===== src/rtl/dmem_arbiter_if.sv =====
// dmem_arbiter_if
//   Bundles the CPU load/store port, the host/debug loader port and the
//   data-memory port of the arbiter.
//   slave  : arbiter view (takes requests and mem_rdata; drives grants,
//            rvalids, lock_abort, memory controls and rdata)
//   master : requester/memory view (mirror of slave)
interface dmem_arbiter_if;
  // CPU port
  logic        cpu_req;
  logic        cpu_wr;
  logic [7:0]  cpu_addr;
  logic [15:0] cpu_wdata;
  logic        cpu_gnt;
  logic        cpu_stall;
  logic        cpu_rvalid;
  // Host port
  logic        host_req;
  logic        host_wr;
  logic [7:0]  host_addr;
  logic [15:0] host_wdata;
  logic        host_lock;
  logic        host_gnt;
  logic        host_rvalid;
  logic        lock_abort;
  // Memory port
  logic [7:0]  mem_addr;
  logic        mem_wr;
  logic [15:0] mem_wdata;
  logic [15:0] mem_rdata;
  logic [15:0] rdata;

  modport slave (
    input  cpu_req, cpu_wr, cpu_addr, cpu_wdata,
    input  host_req, host_wr, host_addr, host_wdata, host_lock,
    input  mem_rdata,
    output cpu_gnt, cpu_stall, cpu_rvalid,
    output host_gnt, host_rvalid, lock_abort,
    output mem_addr, mem_wr, mem_wdata, rdata
  );

  modport master (
    output cpu_req, cpu_wr, cpu_addr, cpu_wdata,
    output host_req, host_wr, host_addr, host_wdata, host_lock,
    output mem_rdata,
    input  cpu_gnt, cpu_stall, cpu_rvalid,
    input  host_gnt, host_rvalid, lock_abort,
    input  mem_addr, mem_wr, mem_wdata, rdata
  );
endinterface


===== src/rtl/dmem_arbiter.sv =====
// dmem_arbiter
//   Shares the single-port 256x16 data memory between the CPU (fixed
//   priority) and the host loader. A wait counter forces a host grant after
//   HOST_MAX_WAIT denied cycles; a host lock gives the host exclusive use
//   for at most LOCK_MAX cycles.
//   clk   : rising-edge clock
//   rst_n : asynchronous active-low reset
//   bus   : dmem_arbiter_if.slave (CPU, host and memory ports)
module dmem_arbiter #(
  parameter int unsigned HOST_MAX_WAIT = 4,
  parameter int unsigned LOCK_MAX      = 16
) (
  input  logic           clk,
  input  logic           rst_n,
  dmem_arbiter_if.slave  bus
);

  typedef enum logic {ARB, HOST_LOCK} state_e;

  localparam logic [3:0] WAIT_MAX = 4'(HOST_MAX_WAIT);
  localparam logic [7:0] LOCK_LIM = 8'(LOCK_MAX);

  state_e      state_q, state_d;
  logic [3:0]  wait_cnt_q, wait_cnt_d;
  logic [7:0]  lock_cnt_q, lock_cnt_d;
  logic        lock_abort_q, lock_abort_d;
  logic        cpu_rvalid_q, host_rvalid_q;
  logic        cpu_gnt, host_gnt;

  always_comb begin
    state_d      = state_q;
    lock_cnt_d   = lock_cnt_q;
    lock_abort_d = 1'b0;
    cpu_gnt      = 1'b0;
    host_gnt     = 1'b0;
    unique case (state_q)
      ARB: begin
        if (bus.host_req && (wait_cnt_q == WAIT_MAX)) host_gnt = 1'b1;
        else if (bus.cpu_req)                         cpu_gnt  = 1'b1;
        else if (bus.host_req)                        host_gnt = 1'b1;
        if (host_gnt && bus.host_lock) begin
          state_d    = HOST_LOCK;
          lock_cnt_d = 8'd1;
        end
      end
      HOST_LOCK: begin
        host_gnt = bus.host_req;
        // A voluntary release takes precedence, so no abort pulse when the
        // host drops host_lock on the final permitted cycle.
        if (!bus.host_lock) begin
          state_d    = ARB;
          lock_cnt_d = '0;
        end else if (lock_cnt_q == LOCK_LIM) begin
          state_d      = ARB;
          lock_cnt_d   = '0;
          lock_abort_d = 1'b1;
        end else if (lock_cnt_q != '1) begin
          lock_cnt_d = lock_cnt_q + 8'd1;
        end
      end
      default: state_d = ARB;
    endcase
    // Grants are held off for the whole time reset is asserted.
    if (!rst_n) begin
      cpu_gnt  = 1'b0;
      host_gnt = 1'b0;
    end
  end

  always_comb begin
    wait_cnt_d = wait_cnt_q;
    if (!bus.host_req || host_gnt) wait_cnt_d = '0;
    else if (wait_cnt_q != WAIT_MAX) wait_cnt_d = wait_cnt_q + 4'd1;
  end

  always_ff @(posedge clk or negedge rst_n) begin
    if (!rst_n) begin
      state_q       <= ARB;
      wait_cnt_q    <= '0;
      lock_cnt_q    <= '0;
      lock_abort_q  <= 1'b0;
      cpu_rvalid_q  <= 1'b0;
      host_rvalid_q <= 1'b0;
    end else begin
      state_q       <= state_d;
      wait_cnt_q    <= wait_cnt_d;
      lock_cnt_q    <= lock_cnt_d;
      lock_abort_q  <= lock_abort_d;
      cpu_rvalid_q  <= cpu_gnt & ~bus.cpu_wr;
      host_rvalid_q <= host_gnt & ~bus.host_wr;
    end
  end

  always_comb begin
    bus.mem_addr  = '0;
    bus.mem_wr    = 1'b0;
    bus.mem_wdata = '0;
    if (cpu_gnt) begin
      bus.mem_addr  = bus.cpu_addr;
      bus.mem_wr    = bus.cpu_wr;
      bus.mem_wdata = bus.cpu_wdata;
    end else if (host_gnt) begin
      bus.mem_addr  = bus.host_addr;
      bus.mem_wr    = bus.host_wr;
      bus.mem_wdata = bus.host_wdata;
    end
  end

  assign bus.cpu_gnt     = cpu_gnt;
  assign bus.cpu_stall   = bus.cpu_req & ~cpu_gnt;
  assign bus.cpu_rvalid  = cpu_rvalid_q;
  assign bus.host_gnt    = host_gnt;
  assign bus.host_rvalid = host_rvalid_q;
  assign bus.lock_abort  = lock_abort_q;
  assign bus.rdata       = bus.mem_rdata;

endmodule


===== src/flat_wrapper.sv =====
// flat-port wrapper written by rule: the top's interface ports become plain ports
module dmem_arbiter_flat 
#(
  parameter int unsigned HOST_MAX_WAIT = 4,
  parameter int unsigned LOCK_MAX      = 16
)
  (clk, rst_n, bus_cpu_req, bus_cpu_wr, bus_cpu_addr, bus_cpu_wdata, bus_host_req, bus_host_wr, bus_host_addr, bus_host_wdata, bus_host_lock, bus_mem_rdata, bus_cpu_gnt, bus_cpu_stall, bus_cpu_rvalid, bus_host_gnt, bus_host_rvalid, bus_lock_abort, bus_mem_addr, bus_mem_wr, bus_mem_wdata, bus_rdata);
  dmem_arbiter_if bus_i ();
  input  logic clk;
  input  logic rst_n;
  input wire logic [$bits(bus_i.cpu_req)-1:0] bus_cpu_req;
  input wire logic [$bits(bus_i.cpu_wr)-1:0] bus_cpu_wr;
  input wire logic [$bits(bus_i.cpu_addr)-1:0] bus_cpu_addr;
  input wire logic [$bits(bus_i.cpu_wdata)-1:0] bus_cpu_wdata;
  input wire logic [$bits(bus_i.host_req)-1:0] bus_host_req;
  input wire logic [$bits(bus_i.host_wr)-1:0] bus_host_wr;
  input wire logic [$bits(bus_i.host_addr)-1:0] bus_host_addr;
  input wire logic [$bits(bus_i.host_wdata)-1:0] bus_host_wdata;
  input wire logic [$bits(bus_i.host_lock)-1:0] bus_host_lock;
  input wire logic [$bits(bus_i.mem_rdata)-1:0] bus_mem_rdata;
  output wire logic [$bits(bus_i.cpu_gnt)-1:0] bus_cpu_gnt;
  output wire logic [$bits(bus_i.cpu_stall)-1:0] bus_cpu_stall;
  output wire logic [$bits(bus_i.cpu_rvalid)-1:0] bus_cpu_rvalid;
  output wire logic [$bits(bus_i.host_gnt)-1:0] bus_host_gnt;
  output wire logic [$bits(bus_i.host_rvalid)-1:0] bus_host_rvalid;
  output wire logic [$bits(bus_i.lock_abort)-1:0] bus_lock_abort;
  output wire logic [$bits(bus_i.mem_addr)-1:0] bus_mem_addr;
  output wire logic [$bits(bus_i.mem_wr)-1:0] bus_mem_wr;
  output wire logic [$bits(bus_i.mem_wdata)-1:0] bus_mem_wdata;
  output wire logic [$bits(bus_i.rdata)-1:0] bus_rdata;
  assign bus_i.cpu_req = bus_cpu_req;
  assign bus_i.cpu_wr = bus_cpu_wr;
  assign bus_i.cpu_addr = bus_cpu_addr;
  assign bus_i.cpu_wdata = bus_cpu_wdata;
  assign bus_i.host_req = bus_host_req;
  assign bus_i.host_wr = bus_host_wr;
  assign bus_i.host_addr = bus_host_addr;
  assign bus_i.host_wdata = bus_host_wdata;
  assign bus_i.host_lock = bus_host_lock;
  assign bus_i.mem_rdata = bus_mem_rdata;
  assign bus_cpu_gnt = bus_i.cpu_gnt;
  assign bus_cpu_stall = bus_i.cpu_stall;
  assign bus_cpu_rvalid = bus_i.cpu_rvalid;
  assign bus_host_gnt = bus_i.host_gnt;
  assign bus_host_rvalid = bus_i.host_rvalid;
  assign bus_lock_abort = bus_i.lock_abort;
  assign bus_mem_addr = bus_i.mem_addr;
  assign bus_mem_wr = bus_i.mem_wr;
  assign bus_mem_wdata = bus_i.mem_wdata;
  assign bus_rdata = bus_i.rdata;
  dmem_arbiter #(.HOST_MAX_WAIT(HOST_MAX_WAIT), .LOCK_MAX(LOCK_MAX)) u_core (.clk(clk), .rst_n(rst_n), .bus(bus_i));
endmodule

===== config.mk =====
export PLATFORM = sky130hd
export DESIGN_NAME = dmem_arbiter_flat
export DESIGN_NICKNAME = d
export VERILOG_FILES = /design/src/rtl/dmem_arbiter_if.sv /design/src/rtl/dmem_arbiter.sv /design/src/flat_wrapper.sv
export SDC_FILE = /design/constraint.sdc
export NUM_CORES = 1
export LEC_CHECK = 0
export BUFFER_PORTS_ARGS = -buffer_cell sky130_fd_sc_hd__buf_2
export CAP_MARGIN = 30
export CORE_MARGIN = 1
export CORE_UTILIZATION = 38
export CTS_BUF_LIST = sky130_fd_sc_hd__clkbuf_16
export CTS_CLUSTER_DIAMETER = 200
export CTS_CLUSTER_SIZE = 16
export DETAILED_ROUTE_END_ITERATION = 6
export MAX_ROUTING_LAYER = met4
export PLACE_DENSITY = 0.81
export SYNTH_ARGS = -nofsm -noshare
export SYNTH_HDL_FRONTEND = slang
export SYNTH_SLANG_ARGS = --single-unit

===== constraint.sdc =====
create_clock -name clk -period 1.75 [get_ports clk]
set_input_delay 0.0875 -clock clk [delete_from_list [all_inputs] [get_ports clk]]
set_output_delay 0.0875 -clock clk [all_outputs]
set_load 0.01 [all_outputs]

* After elaboration in Yosys (flattened, before gate mapping)
Cells that the tools add are included.
** Word-level totals
- Flip-flop bits (word level) :: 16
- Input port bits :: 71
- Output and inout bits :: 47
- Word-level logic and storage cells :: 57
** Cells by class
- $add $sub $neg :: 2
- Equality and inequality tests :: 6
- Multiplexer cells :: 30
- Bitwise logic cells :: 7
- Reduce and logical (&&, ||, !) cells :: 6
** Operators with widths (number)
- 8-bit 2-to-1 mux :: 6
- 16-bit 2-to-1 mux :: 2
- 1-bit 2-to-1 mux :: 17
- 8-bit one-hot mux with 2 select lines :: 1
- 8-bit by 1-bit adder with 8-bit output, second input constant :: 1
- 8-bit by 5-bit equality test with 1-bit output, second input constant :: 1
- 4-bit 2-to-1 mux :: 2
- 8-bit inequality test, second input constant :: 1
- 4-bit by 1-bit adder with 4-bit output, second input constant :: 1
- 4-bit by 3-bit equality test with 1-bit output, second input constant :: 1
- 4-bit by 3-bit inequality test with 1-bit output, second input constant :: 1
- 4-bit inequality test, second input constant :: 1
- 1-bit inverter :: 4
- 1-bit one-hot mux with 2 select lines :: 2
- 1-bit AND :: 3
- 1-bit logical AND :: 2
- 2-bit by 1-bit inequality test with 1-bit output, second input constant :: 1
- 2-bit AND reduction :: 1
- 2-bit nonzero test :: 1
- 1-bit logical NOT :: 1
- 1-bit logical OR :: 1

* Longest topological paths before layout
- Word-level depth :: 8
- Mapped depth :: 8
- Gate-level depth less buffers :: 6

* Worst setup path before layout
Ideal clock, no wire load.
- Path type :: register to output
- Start :: reg u_core.wait_cnt_q[0]
- End :: out bus_mem_wdata[10]
- Arrival time :: 1536 ps
- Required time :: 1662 ps
- Path slack :: 126 ps
- Cell stages (with the launch flop) :: 7
- Path buffers :: 1
- Cells stage by stage :: dfrtp_1 > inv_1 > ha_1 > and3b_1 > a21oi_4 > buf_2 > a22o_1
** RTL lines
- start: declaration :: RTL line dmem_arbiter.sv:24 : logic [3:0] wait_cnt_q, wait_cnt_d;
- start signal: assignment :: RTL line dmem_arbiter.sv:86 : wait_cnt_q <= wait_cnt_d;
- 4-bit by 3-bit equality test with 1-bit output :: RTL line dmem_arbiter.sv:38 : if (bus.host_req && (wait_cnt_q == WAIT_MAX)) host_gnt = 1'b1;
- 1-bit logical AND :: RTL line dmem_arbiter.sv:38
- 1-bit 2-to-1 mux :: RTL line dmem_arbiter.sv:38
- 1-bit 2-to-1 mux :: RTL line dmem_arbiter.sv:36 : unique case (state_q)
- 1-bit 2-to-1 mux :: RTL line dmem_arbiter.sv:64 : if (!rst_n) begin
- via bus_cpu_gnt :: RTL line flat_wrapper.sv:21 : output wire logic [$bits(bus_i.cpu_gnt)-1:0] bus_cpu_gnt;
- 16-bit 2-to-1 mux :: RTL line dmem_arbiter.sv:98 : if (cpu_gnt) begin
- end: declaration :: RTL line flat_wrapper.sv:29 : output wire logic [$bits(bus_i.mem_wdata)-1:0] bus_mem_wdata;
The timed path passes the listed nets, and every way through them passes these cells. The select of a mux whose other input is x is not followed.

* Worst setup path in the final report
- Start :: reg u_core.wait_cnt_q[0]
- End :: out bus_mem_addr[1]
** On the way
- Longest elaborated chain between the ends :: 8
** Ends and longest elaborated chain
- 4-bit by 3-bit equality test with 1-bit output * :: RTL line dmem_arbiter.sv:38
- 1-bit logical AND * :: RTL line dmem_arbiter.sv:38
- 1-bit 2-to-1 mux :: RTL line dmem_arbiter.sv:38
- 1-bit 2-to-1 mux :: RTL line dmem_arbiter.sv:36
- 1-bit one-hot mux with 2 select lines :: RTL line dmem_arbiter.sv:36
- 1-bit 2-to-1 mux :: RTL line dmem_arbiter.sv:64
- 8-bit 2-to-1 mux :: RTL line dmem_arbiter.sv:102 : end else if (host_gnt) begin
- 8-bit 2-to-1 mux * :: RTL line dmem_arbiter.sv:98
- end: declaration :: RTL line flat_wrapper.sv:27 : output wire logic [$bits(bus_i.mem_addr)-1:0] bus_mem_addr;
Mark *: on every way between the ends. The rest lies on a longest branch, timed or not. The select of a mux whose other input is x is not followed.

==> run summary <==
Status: finished, violations left
Violated checks: setup timing
Area leader, netlist: dfrtp_1
Number of port buffers: 85
Synth unique cells: 37
Sinks on Clock Net: 16
Ports: 118
Total Routing Usage GR: 0.200
CP required: 1660 ps
Initial DRT Pass Iterations: 4
RSZ-0062 raised after global routing: yes
H-tree levels: 1
Iter 0 DRT Violations: 85
R2r setup slk: 140 ps
Hpwl dp: 2610 um
Worst-Margin Slew: 292 ps
Mapped Nets: 221
Syn Inst Count: 146
Placed inst area: 0.00171 mm2
Psw: 350 uW
Area Overhead vs Synth: 45.0%
Finished Cell Area: 0.00191 mm2
Clk root buf: clkbuf_16
Top_reg_cell synth: dfrtp_1
Fmax: 546 MHz
Max cap viols: 0
EDFF count, synth: 0
Die Y: 60.9 um
Top post-synthesis cells by area: dfrtp_1 (30%), a22o_1 (17%), buf_4 (9.7%)
Final WS setup: -80.2 ps
Ys async rst share: 1.00
CTS Buffer Depth: 2
# diodes: 0
Worst r2r dst: u_core.lock_cnt_q[5]$_DFFE_PN0P_
R2R depth: 5
Starting Density: 0.394
Reg power frac: 0.331
CTS clk-pin slew, worst paths: 50 ps
Hold Path Class: input port to flip-flop
Slew headroom: 0.804
Leakage Power: 0.000997 uW
TritonCTS clock tree: yes
Setup_tns: -1310 ps
Yosys top cell area share: 0.304
GRT overflow: 0
Final setup viols: 26
Int Power: 903 uW
Core Region: 0.00334 mm2
Final clock skew: 3.86 ps
Final worst-path cycle share: 1.05
Syn avg cell area: 9.02 um2
Final GP Congestion: 0.855
R2R Path Start: u_core.lock_cnt_q[0]$_DFFE_PN0P_
Via count: 1426
Worst setup path start: u_core.wait_cnt_q[0]$_DFFE_PN0P_
Die ar.: 0.00370 mm2
Crit path time final: 1830 ps
Routed wire per std cell: 13.7 um
Antenna-violating nets left: 0
DRC violations left: 0
Initial antenna violation count: 0
CP arrival: 1740 ps
Vias in the first global route: 1161
Ranking of synthesized cells by instance count: a22o_1 (26), buf_4 (17), dfrtp_1 (16), nand2_1 (13), a21oi_1 (12)
Final WL: 3730 um
FP Rows: 21
Sequential element share of the synthesized area: 0.304
Worst-path fanout max: 14
Cts bufs inserted: 3
Pwr per Cell Area: 657 mW/mm2
Startpoint Class: flip-flop
Via density: 5.22
Max-slew violations: 0
Mapped Area: 0.00132 mm2
CP Capture Point: bus_mem_addr[1]
Fin. Hold Viols: 0
Most common cell in the synthesized netlist: a22o_1
VDD IR max: 0.350 mV
Seq cells post-synth: 16
Largest net degree at the start of global routing: 29
Logic pwr share: 0.313
Clock power share: 0.356
Synthesis warning total: 0
Die W: 60.9 um
First-pass GRT wire length: 5310 um
Net Sw Frac: 0.279
Layout cells sized above 1: 0.507
Setup CP Type: flip-flop to output pin
Critical path endpoint category: output pin
# nets final: 303
Clk Latency, worst-skew pair: 250 ps
-- logic make-up after synthesis --
kind of cell,Yosys count,synth area share
buffers and inverters,27,0.144
muxes,1,0.00760
xor gates and xnor gates,2,0.0133
AOI/OAI and AO/OA,56,0.326
adders and majority gates,4,0.0380
and+or+nand+nor,40,0.166
DFF,16,0.304
-- worst min path at each step --
stage	startpoint	end	slack [ps]	cells after the start
after global placement	rst_n	u_core.lock_cnt_q[3]$_DFFE_PN0P_	120	2
after detailed placement	rst_n	u_core.lock_cnt_q[3]$_DFFE_PN0P_	120	2
after CTS	bus_host_wr	u_core.bus.host_rvalid$_DFF_PN0_	0.4	2
final	bus_host_wr	u_core.bus.host_rvalid$_DFF_PN0_	3	2
after floorplan	rst_n	u_core.bus.cpu_rvalid$_DFF_PN0_	-210	0
after global routing	bus_host_wr	u_core.bus.host_rvalid$_DFF_PN0_	6	2
-- repair_timing --
| item | CTS | global route |
|---|---|---|
| hold buffers | 1 | 0 |
| resized for setup | 10 | 0 |
| setup buffers | 3 | 1 |
| pin swaps | 1 | 1 |
| hold endpoints to repair | 16 | 0 |
| gates cloned | 1 | 1 |
| endpoints found under the setup margin | 27 | 27 |
-- placed cells by master, fill, tap and decap left out, types with 2 or more instances in the layout --
master and n:
nand2_1 12, a22o_1 26, nor2_1 6, o21ai_0 2, a31oi_1 4, nand3_1 6
ha_1 3, buf_4 9, dfrtp_1 15, inv_2 2, clkbuf_16 4, inv_1 3
nor2b_1 3, o21ai_1 2, xnor2_1 2, buf_12 2, a21oi_1 12, buf_2 85
nor3_1 2
-- routing by layer --
metal,routed length [um],vias to the layer above,global-route usage,share of wire
met5,0,-,-,0
met4,52,0,0.0714,0.014
met3,258,8,0.0554,0.069
met2,1890,53,0.316,0.51
met1,1540,671,0.244,0.41
li1,-,694,-,-
-- through the flow --
| step | setup WS [ps] | hold slack, ps | utilization | instances | power (uW) |
|---|---|---|---|---|---|
| after floorplan | 126 | -208 | - | 146 | 643 |
| after global placement | 151 | 117 | 0.511 | 262 | 754 |
| after detailed placement | 114 | 118 | 0.511 | 262 | 762 |
| after CTS | -42.8 | 0.433 | 0.562 | 271 | 1240 |
| after global routing | -144 | 5.73 | 0.572 | 273 | 1320 |
| final | -80.2 | 2.77 | 0.572 | 273 | 1250 |
-- flip-flops by register name, summed over array words and instances (netlist names) --
register,flops
u_core.wait_cnt_q,4
u_core.bus.lock_abort,1
u_core.lock_cnt_q,8
u_core.bus.cpu_rvalid,1
u_core.state_q,1
u_core.bus.host_rvalid,1
-- final cells by class --
cell class	count	area [um2]
fill	314	1430
multi-input combinational	103	756
timing repair buffer	99	596
sequential	16	402
clock buffer	3	75.1
tap	46	57.6
inverter	5	18.8
clock inverter	1	3.75
-- worst max-delay path, cell delays in order, from the launching register on --
cell     delay, ps
dfrtp_1        360
inv_2           60
ha_4           170
and3b_2        260
a21oi_4        200
buf_12         170
a22o_1         150
buf_2          130
-- power by group through the flow --
stage	Clock [uW]	Sequential (uW)	Combinational (uW)
CTS	452	415	378
global placement	0	419	334
global route	464	418	435
floorplan	0	415	228
detailed placement	0	421	341
finish	446	415	392
Note: power is estimated with default switching activity, not from simulation.
